<file path="src/rtl/track_mode_arbiter_if.sv">
// Bundle between the tracker channels, keyboard/VGA timing and the arbiter outputs.
interface track_mode_arbiter_if #(
   parameter int NUM_SRC = 4,
   parameter int X_W     = 10,
   parameter int Y_W     = 10,
   parameter int COLOR_W = 4
);
   localparam int SEL_W = (NUM_SRC > 1) ? $clog2(NUM_SRC) : 1;

   logic                         v_sync;
   logic [7:0]                   key_data;
   logic                         key_valid;
   logic [NUM_SRC*X_W-1:0]       src_x;
   logic [NUM_SRC*Y_W-1:0]       src_y;
   logic [NUM_SRC-1:0]           src_detect;
   logic [NUM_SRC-1:0]           src_shoot;
   logic [NUM_SRC-1:0]           src_target_off;
   logic [NUM_SRC*3*COLOR_W-1:0] src_rgb;

   logic [COLOR_W-1:0]           r_port;
   logic [COLOR_W-1:0]           g_port;
   logic [COLOR_W-1:0]           b_port;
   logic [SEL_W-1:0]             active_sel;
   logic                         fallback_en;
   logic [X_W-1:0]               x_coor;
   logic [Y_W-1:0]               y_coor;
   logic                         red_detect;
   logic                         shoot;
   logic                         target_off;
   logic                         coasting;
   logic                         frame_valid;

   modport master (
      output v_sync, key_data, key_valid, src_x, src_y, src_detect,
             src_shoot, src_target_off, src_rgb,
      input  r_port, g_port, b_port, active_sel, fallback_en, x_coor, y_coor,
             red_detect, shoot, target_off, coasting, frame_valid
   );

   modport slave (
      input  v_sync, key_data, key_valid, src_x, src_y, src_detect,
             src_shoot, src_target_off, src_rgb,
      output r_port, g_port, b_port, active_sel, fallback_en, x_coor, y_coor,
             red_detect, shoot, target_off, coasting, frame_valid
   );
endinterface

</file>
<file path="src/rtl/track_mode_arbiter.sv">
// N-source tracking selector: channel switches only at frame boundaries,
// coordinates coast for a bounded number of missed frames, optional
// fallback to any channel that sees a target.
module track_mode_arbiter #(
   parameter int         NUM_SRC     = 4,
   parameter int         X_W         = 10,
   parameter int         Y_W         = 10,
   parameter int         COLOR_W     = 4,
   parameter int         HOLD_FRAMES = 8,
   parameter logic [7:0] KEY_BASE    = 8'h31,
   parameter logic [7:0] KEY_FB      = 8'h46,
   parameter bit         VSYNC_POL   = 1'b0
) (
   input logic                 clk,
   input logic                 reset,
   track_mode_arbiter_if.slave bus
);
   localparam int SEL_W  = (NUM_SRC > 1) ? $clog2(NUM_SRC) : 1;
   localparam int MISS_W = (HOLD_FRAMES > 0) ? $clog2(HOLD_FRAMES + 1) : 1;
   localparam int PIX_W  = 3 * COLOR_W;
   localparam logic [MISS_W-1:0] MISS_MAX = MISS_W'(HOLD_FRAMES);

   logic              vs_q;
   logic              vs_act;
   logic              fb;
   logic [8:0]        key_off;
   logic              key_sel_hit;
   logic              key_fb_hit;
   logic [SEL_W-1:0]  pend_sel;
   logic [SEL_W-1:0]  next_sel;
   logic [SEL_W-1:0]  fb_idx;
   logic              fb_found;
   logic              cur_det;
   logic              lost;
   logic              take_fb;
   logic [MISS_W-1:0] miss_cnt;

   // Frame boundary = first cycle v_sync is at its active level.
   always_comb begin
      vs_act = VSYNC_POL ? bus.v_sync : ~bus.v_sync;
      fb     = vs_act & ~vs_q;
   end

   // Key decode; the 9-bit difference catches codes below KEY_BASE via bit 8.
   always_comb begin
      key_off     = {1'b0, bus.key_data} - {1'b0, KEY_BASE};
      key_sel_hit = bus.key_valid && !key_off[8] && (key_off < 9'(NUM_SRC));
      key_fb_hit  = bus.key_valid && (bus.key_data == KEY_FB);
   end

   // Lowest detecting channel other than the one that just finished its frame.
   always_comb begin
      fb_found = 1'b0;
      fb_idx   = '0;
      for (int j = 0; j < NUM_SRC; j++) begin
         if (!fb_found && (SEL_W'(j) != bus.active_sel) && bus.src_detect[j]) begin
            fb_found = 1'b1;
            fb_idx   = SEL_W'(j);
         end
      end
   end

   // Channel choice for the next frame; a key press in this cycle suppresses fallback.
   always_comb begin
      cur_det  = bus.src_detect[bus.active_sel];
      lost     = !cur_det && (miss_cnt == MISS_MAX);
      take_fb  = bus.fallback_en && lost && !bus.key_valid && fb_found;
      next_sel = take_fb ? fb_idx : pend_sel;
   end

   // v_sync edge register, reset to the inactive level.
   always_ff @(posedge clk or negedge reset) begin
      if (!reset) vs_q <= 1'b0;
      else        vs_q <= vs_act;
   end

   // Pending selection: keys update it; a fallback switch pins it to the new channel.
   always_ff @(posedge clk or negedge reset) begin
      if (!reset)                pend_sel <= '0;
      else if (key_sel_hit)      pend_sel <= key_off[SEL_W-1:0];
      else if (fb && take_fb)    pend_sel <= fb_idx;
   end

   // Fallback enable toggles on its key.
   always_ff @(posedge clk or negedge reset) begin
      if (!reset)          bus.fallback_en <= 1'b0;
      else if (key_fb_hit) bus.fallback_en <= ~bus.fallback_en;
   end

   // Pixel path follows active_sel, which only moves on frame boundaries.
   always_ff @(posedge clk or negedge reset) begin
      if (!reset) begin
         bus.r_port <= '0;
         bus.g_port <= '0;
         bus.b_port <= '0;
      end else begin
         {bus.r_port, bus.g_port, bus.b_port} <= bus.src_rgb[bus.active_sel*PIX_W +: PIX_W];
      end
   end

   // Per-frame packet latch from the finishing channel, then channel switch.
   always_ff @(posedge clk or negedge reset) begin
      if (!reset) begin
         bus.active_sel  <= '0;
         bus.x_coor      <= '0;
         bus.y_coor      <= '0;
         bus.red_detect  <= 1'b0;
         bus.shoot       <= 1'b0;
         bus.target_off  <= 1'b0;
         bus.coasting    <= 1'b0;
         bus.frame_valid <= 1'b0;
         miss_cnt        <= MISS_MAX;
      end else begin
         bus.frame_valid <= fb;
         if (fb) begin
            bus.active_sel <= next_sel;
            if (cur_det) begin
               bus.x_coor     <= bus.src_x[bus.active_sel*X_W +: X_W];
               bus.y_coor     <= bus.src_y[bus.active_sel*Y_W +: Y_W];
               bus.shoot      <= bus.src_shoot[bus.active_sel];
               bus.target_off <= bus.src_target_off[bus.active_sel];
               bus.red_detect <= 1'b1;
               bus.coasting   <= 1'b0;
               miss_cnt       <= '0;
            end else if (miss_cnt != MISS_MAX) begin
               bus.shoot      <= 1'b0;
               bus.target_off <= bus.src_target_off[bus.active_sel];
               bus.red_detect <= 1'b1;
               bus.coasting   <= 1'b1;
               miss_cnt       <= miss_cnt + MISS_W'(1);
            end else begin
               bus.shoot      <= 1'b0;
               bus.red_detect <= 1'b0;
               bus.coasting   <= 1'b0;
            end
            // A new channel starts from the lost state; coordinates stay put.
            if (next_sel != bus.active_sel) miss_cnt <= MISS_MAX;
         end
      end
   end
endmodule

</file>
<file path="src/flat_wrapper.sv">
// flat-port wrapper written by rule: the top's interface ports become plain ports
module track_mode_arbiter_flat 
#(
   parameter int         NUM_SRC     = 4,
   parameter int         X_W         = 10,
   parameter int         Y_W         = 10,
   parameter int         COLOR_W     = 4,
   parameter int         HOLD_FRAMES = 8,
   parameter logic [7:0] KEY_BASE    = 8'h31,
   parameter logic [7:0] KEY_FB      = 8'h46,
   parameter bit         VSYNC_POL   = 1'b0
)
  (clk, reset, bus_v_sync, bus_key_data, bus_key_valid, bus_src_x, bus_src_y, bus_src_detect, bus_src_shoot, bus_src_target_off, bus_src_rgb, bus_r_port, bus_g_port, bus_b_port, bus_active_sel, bus_fallback_en, bus_x_coor, bus_y_coor, bus_red_detect, bus_shoot, bus_target_off, bus_coasting, bus_frame_valid);
  track_mode_arbiter_if #(.NUM_SRC(NUM_SRC), .X_W(X_W), .Y_W(Y_W), .COLOR_W(COLOR_W)) bus_i ();
  input logic clk;
  input logic reset;
  input wire logic [$bits(bus_i.v_sync)-1:0] bus_v_sync;
  input wire logic [$bits(bus_i.key_data)-1:0] bus_key_data;
  input wire logic [$bits(bus_i.key_valid)-1:0] bus_key_valid;
  input wire logic [$bits(bus_i.src_x)-1:0] bus_src_x;
  input wire logic [$bits(bus_i.src_y)-1:0] bus_src_y;
  input wire logic [$bits(bus_i.src_detect)-1:0] bus_src_detect;
  input wire logic [$bits(bus_i.src_shoot)-1:0] bus_src_shoot;
  input wire logic [$bits(bus_i.src_target_off)-1:0] bus_src_target_off;
  input wire logic [$bits(bus_i.src_rgb)-1:0] bus_src_rgb;
  output wire logic [$bits(bus_i.r_port)-1:0] bus_r_port;
  output wire logic [$bits(bus_i.g_port)-1:0] bus_g_port;
  output wire logic [$bits(bus_i.b_port)-1:0] bus_b_port;
  output wire logic [$bits(bus_i.active_sel)-1:0] bus_active_sel;
  output wire logic [$bits(bus_i.fallback_en)-1:0] bus_fallback_en;
  output wire logic [$bits(bus_i.x_coor)-1:0] bus_x_coor;
  output wire logic [$bits(bus_i.y_coor)-1:0] bus_y_coor;
  output wire logic [$bits(bus_i.red_detect)-1:0] bus_red_detect;
  output wire logic [$bits(bus_i.shoot)-1:0] bus_shoot;
  output wire logic [$bits(bus_i.target_off)-1:0] bus_target_off;
  output wire logic [$bits(bus_i.coasting)-1:0] bus_coasting;
  output wire logic [$bits(bus_i.frame_valid)-1:0] bus_frame_valid;
  assign bus_i.v_sync = bus_v_sync;
  assign bus_i.key_data = bus_key_data;
  assign bus_i.key_valid = bus_key_valid;
  assign bus_i.src_x = bus_src_x;
  assign bus_i.src_y = bus_src_y;
  assign bus_i.src_detect = bus_src_detect;
  assign bus_i.src_shoot = bus_src_shoot;
  assign bus_i.src_target_off = bus_src_target_off;
  assign bus_i.src_rgb = bus_src_rgb;
  assign bus_r_port = bus_i.r_port;
  assign bus_g_port = bus_i.g_port;
  assign bus_b_port = bus_i.b_port;
  assign bus_active_sel = bus_i.active_sel;
  assign bus_fallback_en = bus_i.fallback_en;
  assign bus_x_coor = bus_i.x_coor;
  assign bus_y_coor = bus_i.y_coor;
  assign bus_red_detect = bus_i.red_detect;
  assign bus_shoot = bus_i.shoot;
  assign bus_target_off = bus_i.target_off;
  assign bus_coasting = bus_i.coasting;
  assign bus_frame_valid = bus_i.frame_valid;
  track_mode_arbiter #(.NUM_SRC(NUM_SRC), .X_W(X_W), .Y_W(Y_W), .COLOR_W(COLOR_W), .HOLD_FRAMES(HOLD_FRAMES), .KEY_BASE(KEY_BASE), .KEY_FB(KEY_FB), .VSYNC_POL(VSYNC_POL)) u_core (.clk(clk), .reset(reset), .bus(bus_i));
endmodule
</file>
<file path="config.mk">
export PLATFORM = sky130hd
export DESIGN_NAME = track_mode_arbiter_flat
export DESIGN_NICKNAME = d
export VERILOG_FILES = /design/src/rtl/track_mode_arbiter_if.sv /design/src/rtl/track_mode_arbiter.sv /design/src/flat_wrapper.sv
export SDC_FILE = /design/constraint.sdc
export NUM_CORES = 1
export LEC_CHECK = 0
export BUFFER_PORTS_ARGS = -buffer_cell sky130_fd_sc_hd__buf_2
export CELL_PAD_IN_SITES_DETAIL_PLACEMENT = 2
export CELL_PAD_IN_SITES_GLOBAL_PLACEMENT = 2
export CORE_UTILIZATION = 26
export CTS_CLUSTER_SIZE = 24
export DETAILED_ROUTE_END_ITERATION = 10
export GPL_ROUTABILITY_DRIVEN = 0
export GPL_TIMING_DRIVEN = 0
export PLACE_DENSITY_LB_ADDON = 0.25
export SYNTH_ARGS = -nofsm -noshare
export SYNTH_HDL_FRONTEND = slang
export SYNTH_SLANG_ARGS = --single-unit
export TNS_END_PERCENT = 20
</file>
<file path="constraint.sdc">
create_clock -name clk -period 4.05 [get_ports clk]
set_clock_uncertainty 0.05 [all_clocks]
set_input_delay 0.405 -clock clk [delete_from_list [all_inputs] [get_ports clk]]
set_output_delay 0.405 -clock clk [all_outputs]
set_load 0.005 [all_outputs]
</file>
# Word level (Yosys, flattened, before mapping)
# Cells that the tools add are included.
# word_totals
out_inout_bits	40
ram_bits	0
n_memories	0
word_cells	88
latch_bits	0
rom_bits	0
inputBits	152
regBits	47
# op_classes
shift	3
eq_ne	7
div_mod_pow	0
magnitude_cmp	2
multipliers	2
add_sub_neg	2
n_reduce_logical	28
n_bitwise	4
muxes	25
# ops
op	count
indexed part select 40 x 7 -> 10 bit	2
indexed part select 48 x 7 -> 12 bit	1
logical AND 1 bit	15
two-way mux 1 bit	14
two-way mux 4 bit	3
two-way mux 2 bit	5
less-than comparator 9 x 3 -> 1 bit, second input constant	1
subtractor 8 x 6 -> 9 bit, second input constant	1
equality test 8 x 7 -> 1 bit, second input constant	1
binary-select mux 1 bit (select 2 bit)	3
logical NOT 1 bit	6
AND reduction 2 bit	3
nonzero test 2 bit	3
multiplier 2 x 3 -> 5 bit, second input constant	1
adder 4 x 1 -> 4 bit, second input constant	1
equality test 4 bit, second input constant	1
multiplier 2 x 2 -> 4 bit, second input constant	1
inequality test 2 bit, first input constant	2
inequality test 4 bit, second input constant	1
less-than comparator 2 x 3 -> 1 bit, second input constant	1
inverter 1 bit	3
nonzero test 3 bit	1
inequality test 1 x 2 -> 1 bit, first input constant	1
inequality test 2 bit	1
bitwise AND 1 bit	1

# Longest topological paths before layout
# Gate-level depths: netlist of the first run.
# logic_depth
ltp_word	20
ltp_mapped	9
depth_no_buf	9

# Worst setup path after synthesis of the first run
# Ideal clock, no wire load.
# synth_path
path_kind	register to register
startpoint	reg u_core.bus.active_sel[0]
endpoint	reg u_core.miss_cnt[0]
arrival_ns	2.157
setup_time_ns	0.125
path_slack_ns	1.718
required_time_ns	3.875
period_less_slack_ns	2.332
n_path_buf	1
path_stages_with_launch	9
path_cell_list	dfrtp_1 > buf_6 > mux4_2 > nor3_2 > o211ai_2 > mux2i_1 > xnor2_1 > o31ai_1 > mux2_2
# synth_between
elab_chain_len	20
elab_cells_between_ends	34
cone_classes	eq/ne (4); mux (12); reduce/logical (18)
# synth_lines
element	line_no	rtl
start, declared	track_mode_arbiter_if.sv:43	output r_port, g_port, b_port, active_sel, fallback_en, x_coor, y_coor,
start signal, assigned	track_mode_arbiter.sv:116	bus.active_sel <= next_sel;
nonzero test 2 bit	track_mode_arbiter.sv:56	if (!fb_found && (SEL_W'(j) != bus.active_sel) && bus.src_detect[j]) begin
logical AND 1 bit	track_mode_arbiter.sv:56	
two-way mux 1 bit	track_mode_arbiter.sv:56	
logical NOT 1 bit	track_mode_arbiter.sv:56	
logical AND 1 bit (2 in a row)	track_mode_arbiter.sv:56	
two-way mux 1 bit	track_mode_arbiter.sv:56	
logical NOT 1 bit	track_mode_arbiter.sv:56	
logical AND 1 bit (2 in a row)	track_mode_arbiter.sv:56	
two-way mux 1 bit	track_mode_arbiter.sv:56	
logical NOT 1 bit	track_mode_arbiter.sv:56	
logical AND 1 bit (2 in a row)	track_mode_arbiter.sv:56	
two-way mux 1 bit	track_mode_arbiter.sv:56	
logical AND 1 bit	track_mode_arbiter.sv:67	take_fb = bus.fallback_en && lost && !bus.key_valid && fb_found;
two-way mux 2 bit	track_mode_arbiter.sv:68	next_sel = take_fb ? fb_idx : pend_sel;
inequality test 2 bit	track_mode_arbiter.sv:137	if (next_sel != bus.active_sel) miss_cnt <= MISS_MAX;
nonzero test 3 bit (no source line)	n/a	
AND reduction 2 bit (no source line)	n/a	
end signal, assigned	track_mode_arbiter.sv:130	miss_cnt <= miss_cnt + MISS_W'(1);
end, declared	track_mode_arbiter.sv:36	logic [MISS_W-1:0] miss_cnt;
# Parallel ways exist; a longest one is shown, timed or not. The select of a mux whose other input is x is not followed.
# A chain may end at the register's enable or synchronous reset.

# Final worst setup path of the first run
# Ends and elaborated chain as after synthesis.

==> results of run 1 <==
## metal layers
layer | vias to the layer above | wire (um) | GRT usage
li1 | 1156 | - | -
met3 | 9 | 755 | 0.04267
met1 | 1270 | 3461 | 0.1884
met5 | - | 0 | 0
met2 | 121 | 5151 | 0.3366
met4 | 0 | 98 | 0.04067
## Yosys cell counts (3+ instances only)
cell type                  instances  area [um2]
sky130_fd_sc_hd__ha_1              4       50.05
sky130_fd_sc_hd__xnor2_1           4       35.03
sky130_fd_sc_hd__nor2_1            3       11.26
sky130_fd_sc_hd__nand3_1           3       15.01
sky130_fd_sc_hd__mux2_2           22       247.7
sky130_fd_sc_hd__nor2b_1           4       25.02
sky130_fd_sc_hd__clkbuf_1          6       22.52
sky130_fd_sc_hd__mux4_2           35       788.3
sky130_fd_sc_hd__dfrtp_1          46        1151
sky130_fd_sc_hd__o21ai_0           6       30.03
sky130_fd_sc_hd__nand2_1          10       37.54
sky130_fd_sc_hd__nor3_1            5       25.02
sky130_fd_sc_hd__inv_1             9       33.78
sky130_fd_sc_hd__buf_2             3       15.01
sky130_fd_sc_hd__mux2i_1           7       70.07
## worst max-delay path by stage
stage                                     end                                  from  cells past startpoint  slack (ns)
6_report       u_core.miss_cnt[0]$_DFFE_PN0P_  u_core.bus.active_sel[0]$_DFFE_PN0P_                      8        1.46
4_1_cts        u_core.bus.g_port[3]$_DFF_PN0_  u_core.bus.active_sel[0]$_DFFE_PN0P_                      5        1.39
3_5_place_dp   u_core.bus.g_port[3]$_DFF_PN0_  u_core.bus.active_sel[0]$_DFFE_PN0P_                      5        1.39
5_1_grt        u_core.bus.g_port[3]$_DFF_PN0_  u_core.bus.active_sel[0]$_DFFE_PN0P_                      5        1.22
3_3_place_gp   u_core.miss_cnt[0]$_DFFE_PN0P_                     bus_src_detect[3]                      8        1.42
2_1_floorplan  u_core.miss_cnt[0]$_DFFE_PN0P_  u_core.bus.active_sel[0]$_DFFE_PN0P_                      8        1.72
## through the flow
step	setup slack, ns	cell area [um2]	util
after floorplan	1.718	2795	-
after global placement	1.416	3921	0.3781
after detailed placement	1.393	3921	0.3781
after CTS	1.394	4036	0.3892
after global routing	1.218	4036	0.3892
final	1.459	4036	0.3892
## logic make-up (layout without fill, tap and decap cells)
group	Yosys count	after routing
AOI/OAI and AO/OA	20	20
xor gates and xnor gates	4	4
adders and majority gates	4	4
buffers and inverters	22	221
DFF	47	47
muxes	64	64
and+or+nand+nor	35	35
## final cells by class
class,instances,share of cell area
multi-input cells,127,0.3766
flip-flops and latches,47,0.2917
repair buffers,191,0.2368
well taps,136,0.04216
clock buffers,5,0.01705
plain buffers,13,0.01581
clock inverters,3,0.01147
inverters,9,0.008370
## state kept, by name (all words and copies together) (netlist names)
name,flops
u_core.bus.y_coor,10
u_core.bus.shoot,1
u_core.bus.x_coor,10
u_core.bus.active_sel,2
u_core.vs_q,1
u_core.bus.g_port,4
u_core.bus.coasting,1
u_core.miss_cnt,4
u_core.bus.frame_valid,1
u_core.bus.target_off,1
u_core.bus.red_detect,1
u_core.bus.fallback_en,1
u_core.bus.r_port,4
u_core.bus.b_port,4
u_core.pend_sel,2
## power by group
group | internal [mW] | switching, mW
logic | 0.459 | 0.379
registers | 0.643 | 0.0843
clock network | 0.186 | 0.172
total | 1.29 | 0.635
## worst register-to-register path, cell delays in order (launching register included)
cell and delay [ns]:
sky130_fd_sc_hd__dfrtp_1 0.37, sky130_fd_sc_hd__buf_6 0.14, sky130_fd_sc_hd__mux4_2 0.64, sky130_fd_sc_hd__nor3_2 0.19, sky130_fd_sc_hd__o211ai_2 0.15, sky130_fd_sc_hd__mux2i_1 0.17
sky130_fd_sc_hd__xnor2_1 0.35, sky130_fd_sc_hd__o31ai_1 0.16, sky130_fd_sc_hd__mux2_2 0.28
==> reports/summary.json, run 1 <==
{
  "outcome": "complete, no violations",
  "area_taken_by_multi_input_logic_gates_mm2": 0.001520,
  "drt-vias-per-instance": 4.814,
  "final-max-slew-violation-count": 0,
  "vdd_drop_max_mv": 0.1574,
  "post-cts-setup-buffers": 0,
  "synth-adder-area-share": 0.01791,
  "tritoncts.num_buffers": 5,
  "buffers_inverters_on_critical_path": 1,
  "coreArea_mm2": 0.01037,
  "dpl.hpwl_um": 7879,
  "compound_cell_area_share_of_the_yosys_netlist": 0.04969,
  "via_count": 2556,
  "critical_path.reg2reg.startpoint": "u_core.bus.active_sel[0]$_DFFE_PN0P_",
  "min_period_ns": 2.591,
  "worst-r2r-cell-count": 8,
  "drt_drc_violations_left": 0,
  "holdCritPathClass": "in -> reg",
  "dp.cells": 523,
  "nFillCells": 1142,
  "flow.area_growth_from_synthesis_pct": 44.40,
  "postCtsHoldBufs": 0,
  "chipHeight_um": 105.7,
  "synthesis.instances": 196,
  "postSynthRegisterBits": 47,
  "synth.distinct_cells": 37,
  "fmax_mhz": 386.0,
  "cp-start-kind": "flip-flop",
  "critical_path.cell_chain": "buf_6, mux4_2, nor3_2, o211ai_2, mux2i_1, xnor2_1, o31ai_1, mux2_2",
  "clk_transition_reported_paths_ns": 0.10,
  "layout.cells.most_common": "sky130_fd_sc_hd__buf_2",
  "num_io_pins": 192,
  "clkLatencyLatePin_ns": 0.31,
  "grt_remaining_overflow": 0,
  "cp_top_family": "multiplexers",
  "firstDrtPassIters": 4,
  "drt-wirelength-per-cell_um": 17.83,
  "post_route_cells_drive_above_1_share": 0.6759,
  "worstHoldEndpoint": "u_core.vs_q$_DFF_PN0_",
  "combinational_family_with_the_most_area_after_synthesis": "multiplexers",
  "wirelength_um": 9466,
  "setup_tns_ns": 0,
  "io_buffer_count": 191,
  "antenna_violating_nets_post_route": 0,
  "grt_util_all_layers": 0.1742,
  "holdWs_ns": 0.1788,
  "synthFlopType": "sky130_fd_sc_hd__dfrtp_1",
  "final-setup-viol-count": 0,
  "layout_common_cells": "sky130_fd_sc_hd__buf_2 (194), sky130_fd_sc_hd__dfrtp_1 (46), sky130_fd_sc_hd__mux4_2 (35)",
  "post-route-period-util": 0.6396,
  "p_total_mw": 1.924,
  "antenna-diode-count": 0,
  "end_kind": "flip-flop",
  "cts_tree": "yes",
  "std_cell_rows": 37,
  "synth_simple_gate_area_frac": 0.06804,
  "cts.repair.resized": 0,
  "timing_hold_violations_final": 0,
  "min-delay-start": "bus_v_sync",
  "critPathKind": "reg -> reg",
  "yosys.area_share.xor_xnor": 0.01253,
  "count_of_flip_flops_with_a_built_in_enable_after_synthesis": 0,
  "cts-htree-levels": 2,
  "fp.dieArea_mm2": 0.01117,
  "critical_path_arrival_ns": 2.75,
  "grt_setup_unrepaired": "no",
  "cap_viol_max_count": 0,
  "nets": 550,
  "grt_pass1_vias": 2951,
  "slowest_delay_ns": 0.64,
  "whs_path_depth": 2,
  "cp.required_ns": 4.21,
  "synthesis.area_per_instance_um2": 14.26,
  "synth_area_mm2": 0.002795,
  "relSlewSlack": 0.2866,
  "final_cell_count_no_fill": 531,
  "worstReg2RegEnd": "u_core.miss_cnt[0]$_DFFE_PN0P_",
  "grt_start_max_net_pins": 48,
  "start_util": 0.2695,
  "layout.area.seq_mm2": 0.001177,
  "async_flop_share": 1.000,
  "synth.yosys.seq_area_share": 0.4212,
  "crit_path_max_fanout": 9,
  "dr.first_iter.drc_count": 35,
  "antenna_violations_before_repair": 0,
  "fp.dieW_um": 105.7,
  "critical-path-slowest-cell": "sky130_fd_sc_hd__mux4_2",
  "postSynthNetCount": 352,
  "cts-root-to-sink-buffers": 2,
  "cts.sink_count": 47,
  "wire_length_of_the_first_global_routing_pass_um": 15000,
  "ctsRootBufferMaster": "sky130_fd_sc_hd__clkbuf_8",
  "timing_worst_slew_pin_value_ns": 1.070,
  "synth.yosys.warnings": 0,
  "power_density_mw_per_mm2": 476.8,
  "mux_contribution_to_synthesized_area": 0.3957,
  "reg2reg_setup_slack_ns": 1.46,
  "p_leak_nw": 1.929
}
Note: power is estimated with default switching activity, not from simulation.
==> run 2: changes to the inputs <==
- ABC_AREA: not set -> 1
- CORE_UTILIZATION: 26 -> 21
- clock period: 4.05 -> 2.4 ns (I/O delays scaled with it)
==> reports/summary.json, run 2 <==
{
  "outcome": "complete, no violations",
  "critical_path_arrival": {"value": 2.25, "unit": "ns", "change": "-0.50 ns"},
  "post-route-period-util": {"value": 0.8783, "change": "+0.2386"},
  "grt_setup_unrepaired": "no",
  "vdd_drop_max": {"value": 0.2472, "unit": "mV", "change": "+57%"},
  "synth.yosys.warnings": {"value": 0, "change": "unchanged"},
  "slowest_delay": {"value": 0.42, "unit": "ns", "change": "-0.22 ns"},
  "p_total": {"value": 3.743, "unit": "mW", "change": "+94%"},
  "wirelength": {"value": 12430, "unit": "um", "change": "+31%"},
  "drt-wirelength-per-cell": {"value": 17.12, "unit": "um", "change": "-3.9%"},
  "buffers_inverters_on_critical_path": {"value": 1, "change": "unchanged"},
  "async_flop_share": {"value": 1.000, "change": "unchanged"},
  "clk_transition_reported_paths": {"value": 0.07, "unit": "ns", "change": "-0.03 ns"},
  "coreArea": {"value": 0.01319, "unit": "mm2", "change": "+27%"},
  "postSynthRegisterBits": {"value": 47, "change": "unchanged"},
  "ys_top_cells_by_area": "sky130_fd_sc_hd__dfrtp_1 (41%), sky130_fd_sc_hd__nand2_1 (12%), sky130_fd_sc_hd__a22oi_1 (11%), sky130_fd_sc_hd__a41oi_1 (6.5%), sky130_fd_sc_hd__nand3_1 (4.8%)",
  "dpl.hpwl": {"value": 10080, "unit": "um", "change": "+28%"},
  "postSynthNetCount": {"value": 505, "change": "+43%"},
  "chipHeight": {"value": 118.1, "unit": "um", "change": "+12%"},
  "end_kind": "flip-flop",
  "use_met1": {"value": 0.2124, "change": "+0.02396"},
  "tritoncts.num_buffers": {"value": 5, "change": "unchanged"},
  "start_util": {"value": 0.2145, "change": "-0.05507"},
  "synth_area": {"value": 0.002829, "unit": "mm2", "change": "+1.2%"},
  "num_io_pins": {"value": 192, "change": "unchanged"},
  "critical_path.cell_chain": "inv_1, ha_1, nand2_1, nor2_1, nand3_1, nor2_8, nand2_4, nand2_2, nand3_2, nand2_4, nand3_2, nand3_1, nand2_1",
  "cp-start-kind": "flip-flop",
  "antenna_violations_before_repair": {"value": 3, "change": "+3"},
  "synth.distinct_cells": {"value": 36, "change": "-2.7%"},
  "cts.sink_count": {"value": 47, "change": "unchanged"},
  "switch_pwr": {"value": 1.416, "unit": "mW", "change": "+120%"},
  "clock_share_of_power": {"value": 0.256, "change": "+0.070"},
  "cts-htree-levels": {"value": 2, "change": "unchanged"},
  "power.combinational.fraction": {"value": 0.419, "change": "-0.017"},
  "wire_length_of_the_first_global_routing_pass": {"value": 19870, "unit": "um", "change": "+32%"},
  "drt-vias-per-instance": {"value": 4.686, "change": "-2.7%"},
  "cp_top_family": "simple AND/OR/NAND/NOR gates",
  "dr.first_iter.drc_count": {"value": 62, "change": "+77%"},
  "nets": {"value": 703, "change": "+28%"},
  "grt_util_all_layers": {"value": 0.1832, "change": "+0.008971"},
  "clkLatencyLatePin": {"value": 0.30, "unit": "ns", "change": "about the same"},
  "final-max-slew-violation-count": {"value": 0, "change": "unchanged"},
  "synth_largest_area_cell": "sky130_fd_sc_hd__dfrtp_1",
  "largest_registers": "u_core.bus.x_coor (10), u_core.bus.y_coor (10)",
  "leading_post_synthesis_cells_by_instance_count": "sky130_fd_sc_hd__nand2_1 (94), sky130_fd_sc_hd__dfrtp_1 (46), sky130_fd_sc_hd__a22oi_1 (40), sky130_fd_sc_hd__nor2_1 (31), sky130_fd_sc_hd__nand3_1 (27)",
  "critical-path-slowest-cell": "sky130_fd_sc_hd__dfrtp_1",
  "grt_pass1_vias": {"value": 3881, "change": "+32%"},
  "layout_common_cells": "sky130_fd_sc_hd__buf_2 (194), sky130_fd_sc_hd__nand2_1 (94), sky130_fd_sc_hd__dfrtp_1 (46)",
  "grtUsageMet3": {"value": 0.04021, "change": "-0.002458"},
  "power_density": {"value": 889.8, "unit": "mW/mm2", "change": "+87%"},
  "postCtsHoldBufs": {"value": 0, "change": "unchanged"},
  "critPathKind": "reg -> reg",
  "ctsRootBufferMaster": "sky130_fd_sc_hd__clkbuf_16",
  "fp.dieW": {"value": 118.1, "unit": "um", "change": "+12%"},
  "yosysMostFrequentCell": "sky130_fd_sc_hd__nand2_1",
  "netSwitchingFraction": {"value": 0.3783, "change": "+0.04815"},
  "count_of_flip_flops_with_a_built_in_enable_after_synthesis": {"value": 0, "change": "unchanged"},
  "synthesis.area_per_instance": {"value": 8.106, "unit": "um2", "change": "-43%"},
  "holdCritPathClass": "in -> reg",
  "synthesis.instances": {"value": 349, "change": "+78%"},
  "io_buffer_count": {"value": 191, "change": "unchanged"},
  "final-setup-viol-count": {"value": 0, "change": "unchanged"},
  "gr-max-usage-layer": "met2",
  "cap_viol_max_count": {"value": 0, "change": "unchanged"},
  "crit_path_max_fanout": {"value": 5, "change": "-4"},
  "setup_tns": {"value": 0, "unit": "ns", "change": "unchanged"},
  "timing_worst_slew_pin_value": {"value": 1.162, "unit": "ns", "change": "+0.09150 ns"},
  "power.internal": {"value": 2.327, "unit": "mW", "change": "+81%"},
  "via_count": {"value": 3402, "change": "+33%"},
  "seq_power_share": {"value": 0.324, "change": "-0.054"},
  "globalRouteMet2Util": {"value": 0.3342, "change": "-0.002410"},
  "cts-root-to-sink-buffers": {"value": 2, "change": "unchanged"},
  "yosysTopAreaCellShare": {"value": 0.4069, "change": "-0.004918"},
  "cp.required": {"value": 2.54, "unit": "ns", "change": "-1.67 ns"},
  "grt_start_max_net_pins": {"value": 48, "change": "unchanged"},
  "fp.dieArea": {"value": 0.01394, "unit": "mm2", "change": "+25%"},
  "p_leak": {"value": 2.094, "unit": "nW", "change": "+8.6%"},
  "cts.repair.resized": {"value": 0, "change": "unchanged"},
  "synthFlopType": "sky130_fd_sc_hd__dfrtp_1",
  "relSlewSlack": {"value": 0.2256, "change": "-0.06100"},
  "post_route_cells_drive_above_1_share": {"value": 0.4161, "change": "-0.2599"},
  "antenna_violating_nets_post_route": {"value": 0, "change": "unchanged"},
  "fmax": {"value": 474.4, "unit": "MHz", "change": "+23%"},
  "post-cts-setup-buffers": {"value": 0, "change": "unchanged"},
  "grt_remaining_overflow": {"value": 0, "change": "unchanged"},
  "layout.cells.most_common": "sky130_fd_sc_hd__buf_2",
  "synth.yosys.seq_area_share": {"value": 0.4162, "change": "-0.005030"},
  "firstDrtPassIters": {"value": 4, "change": "unchanged"},
  "min_period": {"value": 2.108, "unit": "ns", "change": "-0.4827 ns"},
  "drt_drc_violations_left": {"value": 0, "change": "unchanged"},
  "cts_tree": "yes",
  "std_cell_rows": {"value": 42, "change": "+14%"},
  "timing_hold_violations_final": {"value": 0, "change": "unchanged"},
  "flow.area_growth_from_synthesis_pct": 48.70
}
==> run 2: power groups by stage <==
stage                     registers [mW]  clock network (mW)  logic, mW
after global routing                1.25                1.01       1.76
after global placement              1.21                   0       1.56
after floorplan                     1.25                   0      0.829
after detailed placement            1.23                   0       1.61
final                               1.21               0.960       1.57
after CTS                           1.22               0.984       1.61
==> run 2: metrics by stage <==
stage	setup slack [ns]	hold slack (ns)	std cells	utilization	instance area [um2]
floorplan	0.6220	-0.1056	349	-	2829
detailed placement	0.2603	0.3574	716	0.3036	4005
finish	0.2922	0.04000	726	0.3189	4207
global route	0.1185	0.04969	725	0.3187	4204
global placement	0.3108	0.3526	716	0.3036	4005
CTS	0.2452	0.03287	724	0.3185	4202
==> run 2: final cells by class <==
class | count | area (um2)
fillers | 1592 | 8984
multi-input cells | 259 | 1459
flip-flops and latches | 47 | 1177
repair buffers | 191 | 955.9
well taps | 176 | 220.2
clock buffers | 5 | 125.1
plain buffers | 19 | 97.59
inverters | 24 | 95.09
clock inverters | 3 | 71.32
diodes | 2 | 5.005
==> run 2: cells by family (layout without fill, tap and decap cells) <==
group,count (synthesis),count (layout),synth area share
other,0,2,0
buffers and inverters,43,242,0.06811
and+or+nand+nor,177,177,0.2897
AOI/OAI and AO/OA,76,76,0.2021
adders and majority gates,4,4,0.01769
xor gates and xnor gates,2,2,0.006193
DFF,47,47,0.4162
==> run 2: routing by layer <==
metal / vias up / share of wire
li1: 1617 / -
met1: 1666 / 0.42
met2: 103 / 0.52
met3: 14 / 0.051
met4: 2 / 0.015
met5: - / 0.0011
==> run 2: final timing paths <==
| path | start | endpoint | slack (ns) | cells after the start |
|---|---|---|---|---|
| setup / recovery | u_core.miss_cnt[0]$_DFFE_PN0P_ | u_core.miss_cnt[0]$_DFFE_PN0P_ | 0.29 | 13 |
| hold / removal | bus_v_sync | u_core.vs_q$_DFF_PN0_ | 0.04 | 2 |
| hold reg to reg | u_core.bus.coasting$_DFFE_PN0P_ | u_core.bus.coasting$_DFFE_PN0P_ | 0.44 | 2 |
| min in group asynchronous | reset | u_core.bus.x_coor[5]$_DFFE_PN0P_ | 0.12 | 1 |
| setup reg to reg | u_core.miss_cnt[0]$_DFFE_PN0P_ | u_core.miss_cnt[0]$_DFFE_PN0P_ | 0.29 | 13 |
| max in group asynchronous | reset | u_core.pend_sel[0]$_DFFE_PN0P_ | 1.47 | 1 |
